==> config.mk <==
export PLATFORM = sky130hd
export DESIGN_NAME = multi_timer_intc
export DESIGN_NICKNAME = d
export VERILOG_FILES = /design/src/rtl/mtimer_pkg.sv /design/src/rtl/multi_timer_intc_timer_channel.sv /design/src/rtl/multi_timer_intc.sv
export SDC_FILE = /design/constraint.sdc
export NUM_CORES = 2
export LEC_CHECK = 0
export CORE_UTILIZATION = 55
export CTS_BUF_LIST = sky130_fd_sc_hd__clkbuf_2 sky130_fd_sc_hd__clkbuf_4 sky130_fd_sc_hd__clkbuf_8
export CTS_CLUSTER_SIZE = 16
export DETAILED_ROUTE_END_ITERATION = 10
export DONT_BUFFER_PORTS = 1
export PLACE_DENSITY = 0.77
export SLEW_MARGIN = 20
export SYNTH_ARGS = -nofsm -noshare
export SYNTH_HDL_FRONTEND = slang
export SYNTH_SLANG_ARGS = --single-unit
==> constraint.sdc <==
create_clock -name clock -period 8.05 [get_ports clock]
set_input_delay 0.805 -clock clock [delete_from_list [all_inputs] [get_ports clock]]
set_output_delay 0.805 -clock clock [all_outputs]
set_load 0.005 [all_outputs]
==> src/rtl/mtimer_pkg.sv <==
// mtimer_pkg: register offsets, CTRL bit positions and channel stride for multi_timer_intc.
package mtimer_pkg;
    localparam logic [11:0] OFF_CYCLE  = 12'h01C;
    localparam logic [11:0] OFF_ACK    = 12'h06C;
    localparam logic [11:0] OFF_CMP    = 12'h100;
    localparam logic [11:0] OFF_PERIOD = 12'h180;
    localparam logic [11:0] OFF_CTRL   = 12'h200;
    localparam int CH_STRIDE    = 8;
    localparam int CTRL_EN      = 0;
    localparam int CTRL_PERIODIC = 1;
    localparam int CTRL_MASK    = 2;
    localparam int CTRL_W       = 3;
endpackage

==> src/rtl/multi_timer_intc_timer_channel.sv <==
// timer_channel: one compare/period/ctrl channel; fires when enabled and the cycle equals CMP.
module timer_channel
    import mtimer_pkg::*;
#(
    parameter int WIDTH = 64
) (
    input  logic              clock,
    input  logic              reset,
    input  logic [WIDTH-1:0]  cycle,
    input  logic [WIDTH-1:0]  wr_data,
    input  logic              we_cmp,
    input  logic              we_period,
    input  logic              we_ctrl,
    output logic              match,
    output logic              mask_d,
    output logic [WIDTH-1:0]  cmp,
    output logic [WIDTH-1:0]  period,
    output logic [CTRL_W-1:0] ctrl
);
    logic [WIDTH-1:0]  cmp_q, cmp_d, period_q, period_d;
    logic [CTRL_W-1:0] ctrl_q, ctrl_d;

    // Software writes take precedence over the match-driven CMP advance / EN clear.
    always_comb begin
        match    = ctrl_q[CTRL_EN] && (cycle == cmp_q);
        cmp_d    = we_cmp ? wr_data : (match && ctrl_q[CTRL_PERIODIC]) ? cmp_q + period_q : cmp_q;
        period_d = we_period ? wr_data : period_q;
        ctrl_d   = we_ctrl ? wr_data[CTRL_W-1:0]
                 : (match && !ctrl_q[CTRL_PERIODIC]) ? (ctrl_q & ~(CTRL_W'(1) << CTRL_EN)) : ctrl_q;
        mask_d   = ctrl_d[CTRL_MASK];
    end

    always_ff @(posedge clock) begin
        if (reset) begin
            cmp_q    <= '0;
            period_q <= '0;
            ctrl_q   <= '0;
        end else begin
            cmp_q    <= cmp_d;
            period_q <= period_d;
            ctrl_q   <= ctrl_d;
        end
    end

    assign cmp    = cmp_q;
    assign period = period_q;
    assign ctrl   = ctrl_q;
endmodule

==> src/rtl/multi_timer_intc.sv <==
// multi_timer_intc: memory-mapped multi-channel timer with latched, prioritised interrupt output.
module multi_timer_intc
    import mtimer_pkg::*;
#(
    parameter int               WIDTH     = 64,
    parameter int               N_CH      = 4,
    parameter logic [WIDTH-1:0] BASE_ADDR = 64'hFFFF0000
) (
    input  logic             clock,
    input  logic             reset,
    input  logic [WIDTH-1:0] addr,
    input  logic [WIDTH-1:0] wr_data,
    input  logic             we,
    output logic [WIDTH-1:0] rd_data,
    output logic             hit,
    output logic             irq,
    output logic [2:0]       irq_id,
    output logic [N_CH-1:0]  pending
);
    logic [WIDTH-1:0]  cycle_q;
    logic [N_CH-1:0]   pending_q, pending_d, active_d, match, mask_d;
    logic [N_CH-1:0]   hit_cmp, hit_per, hit_ctrl;
    logic              hit_cyc, hit_ack, irq_q;
    logic [2:0]        irq_id_q, irq_id_d;
    logic [WIDTH-1:0]  cmp_rd [N_CH];
    logic [WIDTH-1:0]  per_rd [N_CH];
    logic [CTRL_W-1:0] ctrl_rd [N_CH];

    always_comb begin
        hit_cyc = addr == BASE_ADDR + WIDTH'(OFF_CYCLE);
        hit_ack = addr == BASE_ADDR + WIDTH'(OFF_ACK);
        for (int i = 0; i < N_CH; i++) begin
            hit_cmp[i]  = addr == BASE_ADDR + WIDTH'(OFF_CMP) + WIDTH'(i * CH_STRIDE);
            hit_per[i]  = addr == BASE_ADDR + WIDTH'(OFF_PERIOD) + WIDTH'(i * CH_STRIDE);
            hit_ctrl[i] = addr == BASE_ADDR + WIDTH'(OFF_CTRL) + WIDTH'(i * CH_STRIDE);
        end
        hit     = hit_cyc | hit_ack | (|hit_cmp) | (|hit_per) | (|hit_ctrl);
        rd_data = hit_cyc ? cycle_q : hit_ack ? WIDTH'(pending_q) : '0;
        for (int i = 0; i < N_CH; i++) begin
            if (hit_cmp[i])  rd_data = cmp_rd[i];
            if (hit_per[i])  rd_data = per_rd[i];
            if (hit_ctrl[i]) rd_data = WIDTH'(ctrl_rd[i]);
        end
        // A match on the same edge as an ACK keeps the pending bit set.
        pending_d = (pending_q & ~((we && hit_ack) ? wr_data[N_CH-1:0] : '0)) | match;
        active_d  = pending_d & ~mask_d;
        irq_id_d  = '0;
        for (int i = N_CH - 1; i >= 0; i--)
            if (active_d[i]) irq_id_d = 3'(i);
    end

    for (genvar c = 0; c < N_CH; c++) begin : g_ch
        timer_channel #(.WIDTH(WIDTH)) u_ch (
            .clock     (clock),
            .reset     (reset),
            .cycle     (cycle_q),
            .wr_data   (wr_data),
            .we_cmp    (we && hit_cmp[c]),
            .we_period (we && hit_per[c]),
            .we_ctrl   (we && hit_ctrl[c]),
            .match     (match[c]),
            .mask_d    (mask_d[c]),
            .cmp       (cmp_rd[c]),
            .period    (per_rd[c]),
            .ctrl      (ctrl_rd[c])
        );
    end

    always_ff @(posedge clock) begin
        if (reset) begin
            cycle_q   <= '0;
            pending_q <= '0;
            irq_q     <= 1'b0;
            irq_id_q  <= '0;
        end else begin
            cycle_q   <= cycle_q + 1'b1;
            pending_q <= pending_d;
            irq_q     <= |active_d;
            irq_id_q  <= irq_id_d;
        end
    end

    assign irq     = irq_q;
    assign irq_id  = irq_id_q;
    assign pending = pending_q;
endmodule

==> Word-level counts from Yosys, hierarchy flattened <==
Index checks and enable logic that the tools add are counted.
{ "classes": {"shift": 0, "addsub": 5, "multipliers": 0, "bitwise": 9, "n_div": 0, "eq_ne": 18, "order_cmp": 0, "reduce_logical": 44, "n_mux": 34} }
{ "ops": {"columns": ["operator", "n"], "rows": [
  ["64-bit two-way mux", 21],
  ["64-bit by 32-bit equality test with 1-bit output (second input constant)", 14],
  ["64-bit adder", 4],
  ["64-bit equality test", 4],
  ["64-bit by 1-bit adder with 64-bit output (second input constant)", 1],
  ["1-bit logical AND", 25],
  ["4-bit OR reduction", 5],
  ["2-bit nonzero test", 8],
  ["3-bit two-way mux", 4],
  ["4-bit bitwise AND", 2],
  ["4-bit two-way mux", 2],
  ["4-bit NOT", 2],
  ["1-bit two-way mux", 5],
  ["1-bit logical NOT", 4],
  ["2-bit two-way mux", 2],
  ["1-bit bitwise OR", 4],
  ["4-bit bitwise OR", 1],
  ["3-bit OR reduction", 1],
  ["2-bit OR reduction", 1]
]} }
{ "word_totals": {"mem_count": 0, "in_bits": 131, "rom_bits": 0, "regBits": 596, "latchBits": 0, "output_inout_bits": 73, "ram_bits": 0, "word_cells": 136} }

==> Logic depth before layout (Yosys ltp) <==
{ "logic_depth": {"ltp_word": 15, "ltp_mapped": 16, "depth_no_buf": 16} }

==> By module <==
A second synthesis with hierarchy kept.
{ "hier_totals": {"hier_cells": 6017, "area_unflattened_um2": 46597.2} }
{ "modules_own_cells": {"columns": ["mod", "n_inst", "area_per_inst_um2", "cells_per_inst"], "rows": [
  ["timer_channel", 4, 9684.3, 1248],
  ["multi_timer_intc", 1, 7860.0, 1025]
]} }

==> Worst setup path after synthesis <==
Ideal clock, no wire load.
{ "synth_path": {"kind": "in2out", "start": "input addr[13]", "end": "output rd_data[62]", "stages": 10, "n_path_buf": 2, "t_arrival_ps": 3208, "slack_ps": 4037, "path_cell_list": "nor4_1 nand4_1 or4_4 nor4b_4 nand2_1 nor3_1 clkbuf_1 buf_1 a222oi_1 nand4_1"} }
{ "synth_via": {"elab_chain_len": 14, "elab_cells_between_ends": 26, "classes_between": "13 x eq/ne; 13 x mux"} }
{ "synth_rtl": {"columns": ["element", "line_no", "source"], "rows": [
  ["start: declaration", "multi_timer_intc.sv:11", "input logic [WIDTH-1:0] addr,"],
  ["64-bit by 32-bit equality test with 1-bit output", "multi_timer_intc.sv:30", "hit_cyc = addr == BASE_ADDR + WIDTH'(OFF_CYCLE);"],
  ["64-bit two-way mux", "multi_timer_intc.sv:38", "rd_data = hit_cyc ? cycle_q : hit_ack ? WIDTH'(pending_q) : '0;"],
  ["64-bit two-way mux", "multi_timer_intc.sv:40", "if (hit_cmp[i]) rd_data = cmp_rd[i];"],
  ["64-bit two-way mux", "multi_timer_intc.sv:41", "if (hit_per[i]) rd_data = per_rd[i];"],
  ["64-bit two-way mux", "multi_timer_intc.sv:42", "if (hit_ctrl[i]) rd_data = WIDTH'(ctrl_rd[i]);"],
  ["64-bit two-way mux", "multi_timer_intc.sv:40", null],
  ["64-bit two-way mux", "multi_timer_intc.sv:41", null],
  ["64-bit two-way mux", "multi_timer_intc.sv:42", null],
  ["64-bit two-way mux", "multi_timer_intc.sv:40", null],
  ["64-bit two-way mux", "multi_timer_intc.sv:41", null],
  ["64-bit two-way mux", "multi_timer_intc.sv:42", null],
  ["64-bit two-way mux", "multi_timer_intc.sv:40", null],
  ["64-bit two-way mux", "multi_timer_intc.sv:41", null],
  ["64-bit two-way mux (*)", "multi_timer_intc.sv:42", null],
  ["end: declaration", "multi_timer_intc.sv:14", "output logic [WIDTH-1:0] rd_data,"]
]} }
Every way passes the cells marked *; elsewhere a longest branch is shown, timed or not.

==> Final worst setup path <==
{ "layout_path": {"start": "input addr[13]", "end": "output rd_data[0]"} }
{ "layout_via": {"elab_chain_len": 15, "elab_cells_between_ends": 28, "classes_between": "14 x eq/ne; 14 x mux"} }
{ "layout_rtl": {"columns": ["element", "line_no", "source"], "rows": [
  ["64-bit by 32-bit equality test with 1-bit output", "multi_timer_intc.sv:31", "hit_ack = addr == BASE_ADDR + WIDTH'(OFF_ACK);"],
  ["4-bit two-way mux", "multi_timer_intc.sv:38", null],
  ["64-bit two-way mux", "multi_timer_intc.sv:38", null],
  ["64-bit two-way mux", "multi_timer_intc.sv:40", null],
  ["64-bit two-way mux", "multi_timer_intc.sv:41", null],
  ["64-bit two-way mux", "multi_timer_intc.sv:42", null],
  ["64-bit two-way mux", "multi_timer_intc.sv:40", null],
  ["64-bit two-way mux", "multi_timer_intc.sv:41", null],
  ["64-bit two-way mux", "multi_timer_intc.sv:42", null],
  ["64-bit two-way mux", "multi_timer_intc.sv:40", null],
  ["64-bit two-way mux", "multi_timer_intc.sv:41", null],
  ["64-bit two-way mux", "multi_timer_intc.sv:42", null],
  ["64-bit two-way mux", "multi_timer_intc.sv:40", null],
  ["64-bit two-way mux", "multi_timer_intc.sv:41", null],
  ["64-bit two-way mux (*)", "multi_timer_intc.sv:42", null]
]} }
Marks and branches as above.

==> metrics.txt <==
fmax 188 MHz; capturing point of the worst reg2reg path g_ch[3].u_ch.cmp[62]; final instance area 0.0460 mm^2; vias in the first global route 42700; combinational share of power 0.6%; worst min-delay path category input port to register; vias per cell 7.00; Pre-antenna DRT Iters 10; Seq pwr share 46.9%; run status finished clean; largest net degree at the start of global routing 578; Final min period 5330 ps; Async SR Flop Fraction 0%; WP data arrival 4530 ps; drt drc 0; initial DRC count 7288; clock slew at reported path FFs 60 ps; Final ANT Viol Nets 0; Critical Path RT 7240 ps; initial antenna violation count 7; Peak VDD IR 126 uV; WHS Path Cells 2; worst hold endpoint g_ch[0].u_ch.period[8]; commonest non-fill, non-tap cell in the layout nand2_1; syn avg cell area 7.40 um^2; # placed instances 6523; net switching power 1.47 mW; Synth Flop Type dfxtp_1; nets 5982; port buffer count 0; Area after DPL 0.0435 mm^2; synth unique cells 100; number of synthesized register bits 595; Ports 204; Int Pwr 4.83 mW; clock buffer depth 3; slew margin rel. 6.84%; row count 102; Reg2Reg Launch Point g_ch[3].u_ch.cmp[0]; crit end category output pin; total wire length 197 mm; CORE AREA 0.0780 mm^2; CP max FO 33; Clock H-tree levels 3; Vias 47000; Post-Syn Area 0.0437 mm^2; max-slew violation count 0; # setup viols final 0; Final Total Pwr 6.30 mW; chip height 284 um; Fin. Hold Viols 0; Placer Congestion 1.09; Root Buffer Master clkbuf_8; CTS resizes 0; PwrDens 137 mW/mm^2; average routed wire per standard cell 29.3 um; Worst Tran Pin Value 1400 ps; Hold Buf Count CTS 0; Area Overhead vs Synth 5.24%; most frequent cells in the layout nand2_1 (844), a21oi_1 (631), dfxtp_1 (595); CTS tree yes; Max-Cap Viols 0; dpl hpwl 147 mm; Mapped Cells 5903; Synthesized Nets 6291; Final Cycle Share 66.2%; startpoint class of the critical path input port; Register-to-Register Setup Slack 2750 ps; Tot GR Track Use 47.0%; die width 284 um; CTS Buf Count 108; clock power share 52.5%; Leak 18.0 nW; clk sinks 595; EDFF count, synth 0; Die ar. 0.0806 mm^2; clk_skew 57.5 ps; global-route wire length before repair 287 mm; share of cells above drive strength 1 5.55%; synth warn 0; worst skew pair latency 810 ps; Worst Reg-to-Reg Cells 16; grt ovf 0; initial core utilization 56.0%; final setup TNS 0 ps; CP Class input port to output pin; Sw Ratio 23.4%; RSZ-0062 raised after global routing no; Post-Layout Cell Count 6718; setup bufs post-CTS 0; share of the yosys chip area belonging to registers 27.3%; hold wc startpoint wr_data[8]
-- layout make-up --
class | count | area, um^2
clock buffers | 159 | 2020
multi-input cells | 4717 | 29500
flip-flops and latches | 595 | 11900
repair buffers | 45 | 350
fillers | 7329 | 32000
clock inverters | 33 | 397
well taps | 1040 | 1300
diodes | 2 | 5.00
inverters | 127 | 477
-- sequential cells by signal, summed over array words and instances, names as in the netlist --
name,count
cycle_q,64
g_ch.u_ch.cmp,256
g_ch.u_ch.ctrl,12
g_ch.u_ch.period,256
irq,1
irq_id,2
pending,4
-- per-layer routing --
metal  global-route usage [%]  part of all wire, %  vias to the layer above
met1                     59.8                   38                    22000
met2                     70.1                   42                     3418
met3                     11.5                   12                      819
met4                     31.4                  8.2                        8
li1                         -                    -                    20800
met5                        0                0.024                        -
-- logic make-up after synthesis --
family / count (synthesis) / share of synthesized area, %
and+or+nand+nor: 2084 / 21.5
xor gates and xnor gates: 452 / 9.06
other: 1 / 0.00858
muxes: 45 / 1.04
DFF: 595 / 27.3
adders and majority gates: 257 / 7.43
buffers and inverters: 591 / 5.44
AOI/OAI and AO/OA: 1878 / 28.3
-- Yosys cell counts, drive strengths merged (8+ instances only) --
library cell  count  area (um^2)
a21o            163         1220
a221oi           16          153
and3             48          300
o21bai           46          345
nand2b           42          263
nor2            550         2080
a221o            14          140
nand2           858         3230
o21ai           243         1230
o211ai           87          653
o31ai            12         95.1
mux2i            43          430
or3              24          150
a22oi           195         1460
xnor2           250         2190
and2             30          188
a31o              9         78.8
nor2b            33          206
a211oi          172         1300
clkbuf          366         1380
nor3b             8         60.1
o221ai           15          131
dfxtp           595        11900
xor2            202         1770
inv             126          473
nand4           150          938
buf              98          521
nor4             64          437
a41oi             8         85.1
a222oi           66          661
nand3b           11         82.6
a22o             11         96.3
a31oi            42          282
nor3            124          626
ha              253         3170
o211a            15          150
a21oi           633         3180
a311oi           12          123
o22ai            29          188
nand3           113          566
o21a             29          219
-- power by group through the flow --
| stage | Combinational, mW | Sequential (mW) | Clock, mW |
|---|---|---|---|
| 6_report | 0.0361 | 2.95 | 3.31 |
| 3_5_place_dp | 0.0346 | 3.02 | 0 |
| 5_1_grt | 0.0371 | 2.95 | 3.44 |
| 2_1_floorplan | 0.0975 | 3.01 | 0 |
| 4_1_cts | 0.0347 | 2.95 | 3.30 |
| 3_3_place_gp | 0.0344 | 3.02 | 0 |
-- per-stage QoR --
| stage | hold slack [ps] | setup slack (ps) | util [%] |
|---|---|---|---|
| after floorplan | 445 | 4040 | - |
| after global placement | 457 | 2870 | 55.8 |
| after detailed placement | 460 | 2760 | 55.8 |
| after CTS | 61.5 | 2780 | 58.9 |
| after global routing | 84.0 | 2470 | 59.0 |
| final | 129 | 2720 | 59.0 |
-- worst max-delay path, stage by stage --
cell     delay, ps
nor4_1         350
nand4_1        140
or4_4          450
nor4b_4        350
and2b_2        260
and3_2         820
buf_4          540
a22oi_1        150
a31oi_1        230
mux2i_1         90
nand4_1        130
mux2i_1        100
nand2_1        120
-- how the worst max path moves through the flow --
stage          slack (ps)                      end  cells past startpoint      from
2_1_floorplan        4040              rd_data[62]                     10  addr[13]
3_3_place_gp         2870               rd_data[0]                     13  addr[13]
3_5_place_dp         2760  g_ch[3].u_ch.period[54]                     10  addr[13]
4_1_cts              2780               rd_data[0]                     13  addr[13]
5_1_grt              2470               rd_data[0]                     13  addr[13]
6_report             2720               rd_data[0]                     13  addr[13]
(Power assumes the default switching activity.)
